===== src/rtl/nn_pkg.sv =====
// Shared types and constants for the NN weight-loading path.
package nn_pkg;

    localparam int unsigned NN_NUM_FIFO = 16;
    localparam int unsigned NN_SEL_W    = 4;
    localparam int unsigned NN_DATA_W   = 16;

    typedef enum logic [1:0] {
        LD_IDLE,
        LD_LOAD,
        LD_DONE
    } ld_state_t;

endpackage


===== src/rtl/nn_ld_counter.sv =====
// FIFO-select / row counter pair with wrap and last-word detection.
module nn_ld_counter
    import nn_pkg::*;
#(
    parameter int unsigned ROW_W = 9
) (
    input  logic                clk,
    input  logic                reset,
    input  logic                clear,
    input  logic [ROW_W-1:0]    rows,
    input  logic                adv,
    output logic [NN_SEL_W-1:0] sel,
    output logic [ROW_W-1:0]    row,
    output logic                last_c
);

    localparam logic [NN_SEL_W-1:0] SEL_MAX = NN_SEL_W'(NN_NUM_FIFO - 1);

    logic [ROW_W-1:0] last_row;

    // Select advances per accepted word; row advances when select wraps.
    always_ff @(posedge clk) begin
        if (reset) begin
            sel      <= '0;
            row      <= '0;
            last_row <= '0;
        end else if (clear) begin
            sel      <= '0;
            row      <= '0;
            last_row <= ROW_W'(rows - 1'b1);
        end else if (adv) begin
            sel <= NN_SEL_W'(sel + 1'b1);
            if (sel == SEL_MAX) begin
                row <= ROW_W'(row + 1'b1);
            end
        end
    end

    // The word about to be accepted is the final one of the load.
    always_comb begin
        last_c = (sel == SEL_MAX) && (row == last_row);
    end

endmodule


===== src/rtl/nn_weight_loader.sv =====
// Round-robin sequencer feeding the 16 weight FIFOs through the write demux.
module nn_weight_loader
    import nn_pkg::*;
#(
    parameter int unsigned DATA_W   = NN_DATA_W,
    parameter int unsigned NUM_OUT  = NN_NUM_FIFO,
    parameter int unsigned MAX_ROWS = 256,
    parameter int unsigned ROW_W    = $clog2(MAX_ROWS + 1)
) (
    input  logic                clk,
    input  logic                reset,
    input  logic                start,
    input  logic [ROW_W-1:0]    num_rows,
    input  logic                in_valid,
    input  logic [DATA_W-1:0]   in_data,
    output logic                in_ready,
    input  logic [NUM_OUT-1:0]  fifo_full,
    output logic [NN_SEL_W-1:0] wr_sel,
    output logic                wr_en,
    output logic [DATA_W-1:0]   wr_data,
    output logic                busy,
    output logic                done
);

    ld_state_t             state_q;
    ld_state_t             state_d;
    logic                  cnt_clear;
    logic                  hs;
    logic                  last_c;
    logic [NN_SEL_W-1:0]   sel_cnt;
    logic [ROW_W-1:0]      row_cnt;

    nn_ld_counter #(
        .ROW_W (ROW_W)
    ) u_cnt (
        .clk    (clk),
        .reset  (reset),
        .clear  (cnt_clear),
        .rows   (num_rows),
        .adv    (hs),
        .sel    (sel_cnt),
        .row    (row_cnt),
        .last_c (last_c)
    );

    // Ready follows the targeted FIFO only; a full FIFO stalls the whole stream.
    always_comb begin
        in_ready = (state_q == LD_LOAD) && !fifo_full[sel_cnt];
        hs       = in_valid && in_ready;
    end

    // Next-state decode; the counter is cleared and num_rows latched on start.
    always_comb begin
        state_d   = state_q;
        cnt_clear = 1'b0;
        case (state_q)
            LD_IDLE: begin
                if (start) begin
                    cnt_clear = 1'b1;
                    state_d   = (num_rows != '0) ? LD_LOAD : LD_DONE;
                end
            end
            LD_LOAD: begin
                if (hs && last_c) begin
                    state_d = LD_DONE;
                end
            end
            LD_DONE: begin
                state_d = LD_IDLE;
            end
            default: begin
                state_d = LD_IDLE;
            end
        endcase
    end

    // State register.
    always_ff @(posedge clk) begin
        if (reset) begin
            state_q <= LD_IDLE;
        end else begin
            state_q <= state_d;
        end
    end

    // Registered write port and status; done lines up with the final wr_en.
    always_ff @(posedge clk) begin
        if (reset) begin
            wr_en   <= 1'b0;
            wr_sel  <= '0;
            wr_data <= '0;
            busy    <= 1'b0;
            done    <= 1'b0;
        end else begin
            wr_en <= hs;
            if (hs) begin
                wr_sel  <= sel_cnt;
                wr_data <= in_data;
            end
            busy <= (state_d == LD_LOAD);
            done <= (state_d == LD_DONE);
        end
    end

    // Row count is only consumed through the last-word flag.
    logic unused_ok;
    always_comb begin
        unused_ok = ^row_cnt;
    end

endmodule


===== config.mk =====
export PLATFORM = sky130hd
export DESIGN_NAME = nn_weight_loader
export DESIGN_NICKNAME = d
export VERILOG_FILES = /design/src/rtl/nn_pkg.sv /design/src/rtl/nn_ld_counter.sv /design/src/rtl/nn_weight_loader.sv
export SDC_FILE = /design/constraint.sdc
export NUM_CORES = 1
export LEC_CHECK = 0
export ABC_AREA = 1
export CAP_MARGIN = 20
export CORE_ASPECT_RATIO = 0.75
export CORE_UTILIZATION = 51
export CTS_CLUSTER_DIAMETER = 80
export DETAILED_ROUTE_END_ITERATION = 8
export PLACE_DENSITY = 0.86
export SLEW_MARGIN = 15
export SYNTH_ARGS = -nofsm -noshare
export SYNTH_HDL_FRONTEND = slang
export SYNTH_SLANG_ARGS = --single-unit

===== constraint.sdc =====
create_clock -name clk -period 4.5 [get_ports clk]
set_clock_uncertainty 0.05 [all_clocks]
set_input_delay 0.9 -clock clk [delete_from_list [all_inputs] [get_ports clk]]
set_output_delay 0.9 -clock clk [all_outputs]
set_load 0.02 [all_outputs]

# Word level (Yosys, flattened, before mapping)
# Cells that the tools add are included.
# totals
in_bits	45
elab_cells	35
output_inout_bits	24
reg_bits	47
# classes
eq_ne	5
order_cmp	1
n_mux	8
reduce_logical	9
add_sub_neg	3
# op_table
operator	count
adder 9 x 1 -> 9 bit (second input constant)	1
== test 9 bit	1
nonzero test 9 bit	1
subtractor 9 x 1 -> 9 bit (second input constant)	1
two-way mux 2 bit	3
< comparator 4 x 5 -> 1 bit (second input constant)	1
adder 4 x 1 -> 4 bit (second input constant)	1
binary-select mux 1 bit (select 4 bit)	1
== test 2 x 1 -> 1 bit (second input constant)	2
== test 4 bit (second input constant)	1
logical AND 1 bit	4
one-hot mux 2 bit (2 select lines)	1
two-way mux 1 bit	3
== test 2 bit (second input constant)	1
logical NOT 2 bit	1
AND reduction 2 bit	1
OR reduction 2 bit	1
logical NOT 1 bit	1

# Logic depth before layout (Yosys ltp)
# depth
depth_word	9
depth_mapped	11
depth_no_buf	11

# Hierarchy
# From an unflattened synthesis, not the netlist that was laid out.
# hier_totals
hier_cells	341
area_unflattened_um2	2317.2
# by_module_without_submodules
module	instances	area_each_um2	cells_per_inst	seq_area_each_um2
nn_ld_counter	1	1202.4	181	440.4
nn_weight_loader	1	1114.8	160	500.5

# Worst setup path before layout
# Ideal clock, no wire load.
# synth_path
path_type	input -> output
start	input port fifo_full[15]
end	output port in_ready
setup_slack_ns	2.003
required_time_ns	3.550
arrival_ns	1.547
path_stages	7
path_cell_list	nand2_1 > nand2_1 > nor2_1 > nor2_2 > nor2_4 > nand2_4 > inv_1
# synth_between
elab_chain_len	4
# synth_lines
element	line_no	text
from (decl)	nn_weight_loader.sv:17	input logic [NUM_OUT-1:0] fifo_full,
binary-select mux 1 bit (select 4 bit)	nn_weight_loader.sv:48	in_ready = (state_q == LD_LOAD) && !fifo_full[sel_cnt];
two-way mux 1 bit (not written as such)	nn_weight_loader.sv:48	
logical NOT 1 bit	nn_weight_loader.sv:48	
logical AND 1 bit	nn_weight_loader.sv:48	
to (decl)	nn_weight_loader.sv:16	output logic in_ready,
# Every way passes these cells. The select of a mux whose other input is x is not followed.

# Final worst setup path
# layout_path
start	input port fifo_full[9]
end	output port in_ready
# The elaborated chain is that of the path after synthesis.

==> metrics.cfg <==
[grt]
grt_antenna_before_repair = 0
grt_first_pass_wirelength_um = 8740
grt_overflow = 0
grt_pass1_vias = 1984
grt_max_degree = 34
track_usage_pct = 23.2

[detailed_routing]
vias = 2317
vias_per_cell = 5.08
drc = 0
drt_iter0_drc = 231
wl_per_cell_um = 12.5
ant_nets = 0
finalWirelength_um = 5690
drt-pass1-iter-count = 4

[logic_synthesis]
synth.top_cells.by_area = dfxtp_1 (39%), nand2_1 (15%), a21oi_1 (8.3%)
ys_seq_elements = 47
synth_area_leader_cell = dfxtp_1
synth_area_per_cell_um2 = 7.20
ys_types = 33
ys_seq_area_share_pct = 38.9
synth_nets = 385
syn_inst = 336
syn_area_um2 = 2420
synth.top_cell.area_share_pct = 38.9
yosys_warnings = 0

[die]
rows = 21
start_util_pct = 53.5
num_io_pins = 69
core_area_um2 = 4520
chipWidth_um = 81.5
die_area_um2 = 5020
die_height_um = 61.6

[clocking]
cts_buffers = 5
clkLatencyLatePin_ps = 300
cts.clk_slew.worst_paths_ps = 90
cts_root_buffer = clkbuf_8
cts_tree = built
clock_sinks = 47
htreeDepth = 2
postCtsSetupRepairBufs = 0
cts.repair.resized = 0
cts.path.max_buffers = 2
cts-hold-fix-buffers = 0

[power_and_ir_drop]
p_total_mw = 0.879
p_leak_nw = 1.24
power_density_nw_per_um2 = 276
ir_drop_v = 0.000206

[sta]
hold_violations = 0
rsz0062_at_grt = no
tns_ps = 0
final_max_slew_viol_count = 0
fin_ws_ps = 999
period_minus_slack_ps = 3500
fmax_mhz = 286
fin_crit_sh_pct = 77.8
tightest_slew_ps = 992
finalSetupViolations = 0
relSlewSlack_pct = 33.6

[place]
gp_congestion = 0.804
dp_hpwl_um = 4090
pre_cts_slack_ps = 1000
portBuffers = 68

[finish]
final_cell_mix = nand2_1 (97), clkdlybuf4s50_1 (68), dfxtp_1 (47), a21oi_1 (40), inv_1 (33)
nets = 447
drive_gt1_share_pct = 7.27
final_common_cell = nand2_1
syn2layout_area_growth_pct = 31.8
antennaDiodeCount = 0

[worst_setup_path]
worst_ep_required_time_ps = 3550
cp_slowest_cell = clkdlybuf4s50_1
end_kind = output port
cp.arrival_ps = 2550
reg2reg_depth = 8
worstSetupStartpointType = input port
critical_path_class = input port to output port
path_cells = clkdlybuf4s50_1 -> nand2_1 -> nand3_1 -> nand3_1 -> nand2_1 -> nor2_4 -> nand2_4 -> inv_1 -> clkdlybuf4s50_1
crit_path_max_fanout = 4
critical-path-max-stage-delay_ps = 610

[flow_run]
drv_cap = 0

[outcome]
outcome = finished, final reports clean

[hold_path]
holdPathStages = 2
hp-class = flop to flop

[routing by layer]
metal | global-route usage [%] | wire [um]
met1 | 30.8 | 2640
met2 | 36.9 | 2490
met3 | 5.78 | 470
met4 | 8.42 | 89
met5 | 0 | 0
[stage by stage]
| stage | util (%) | hold slack (ps) | area, um^2 | cells |
|---|---|---|---|---|
| 2_1_floorplan | - | 395 | 2420 | 336 |
| 3_3_place_gp | 68.1 | 401 | 3080 | 448 |
| 3_5_place_dp | 68.1 | 405 | 3080 | 448 |
| 4_1_cts | 70.5 | 418 | 3190 | 456 |
| 5_1_grt | 70.5 | 437 | 3190 | 456 |
| 6_report | 70.5 | 418 | 3190 | 456 |
[area by class of cell]
class	instances	area (um^2)
Inverter	36	135
Clock inverter	3	43.8
Timing Repair Buffer	69	688
Sequential cell	47	941
Fill cell	371	1330
Tap cell	57	71.3
Clock buffer	5	68.8
Multi-Input combinational cell	239	1240
[power breakdown]
group / internal [mW] / switching (mW) / leakage (nW) / total, mW
registers: 0.429 / 0.00882 / 0.382 / 0.438
clock network: 0.166 / 0.147 / 0.0581 / 0.313
logic: 0.0658 / 0.0628 / 0.804 / 0.129
[synth_stat cells]
cell type / instances
nand2_1: 97
dfxtp_1: 47
a21oi_1: 40
inv_1: 33
nor2_1: 25
o21ai_0: 17
nand3_1: 13
nand3_2: 10
xor2_1: 8
clkbuf_1: 6
xnor2_1: 5
buf_6: 4
ha_1: 4
nand4_1: 4
a21oi_2: 2
a31oi_1: 2
buf_2: 2
inv_2: 2
buf_12: 1
clkbuf_2: 1
clkinv_1: 1
nand2_4: 1
nand3b_1: 1
nand4_2: 1
nor2_2: 1
nor2_4: 1
nor2_8: 1
nor3_1: 1
nor4b_1: 1
o211ai_1: 1
o21a_1: 1
o221ai_1: 1
or2_2: 1
[final timing paths]
check                                  start          end  slack (ps)
worst min-delay path             wr_data[15]  wr_data[15]         420
worst max register to register  u_cnt.sel[0]   state_q[0]        2140
worst min register to register   wr_data[15]  wr_data[15]         420
worst max-delay path            fifo_full[9]     in_ready        1000
[flip-flops by register name, summed over array words and instances (netlist names), 2 cells and up]
name and flops:
u_cnt.row 9, u_cnt.last_row 9, wr_sel 4, u_cnt.sel 4, state_q 2, wr_data 16
[cell families (layout without fill, tap and decap cells)]
group,count (synthesis),in the layout,share of synthesized area (%)
XOR/XNOR,13,13,4.71
adder cells (fa/ha/maj),4,4,2.07
flip-flops,47,47,38.9
AND/OR/NAND/NOR,158,158,30.5
buffers and inverters,50,113,9.83
AO/OA/AOI/OAI,64,64,14.0
[critical path: cells and delay by family]
kind | cells | cell delay [ps]
buffers and inverters | 3 | 1070
and+or+nand+nor | 6 | 590
(Power assumes the default switching activity.)
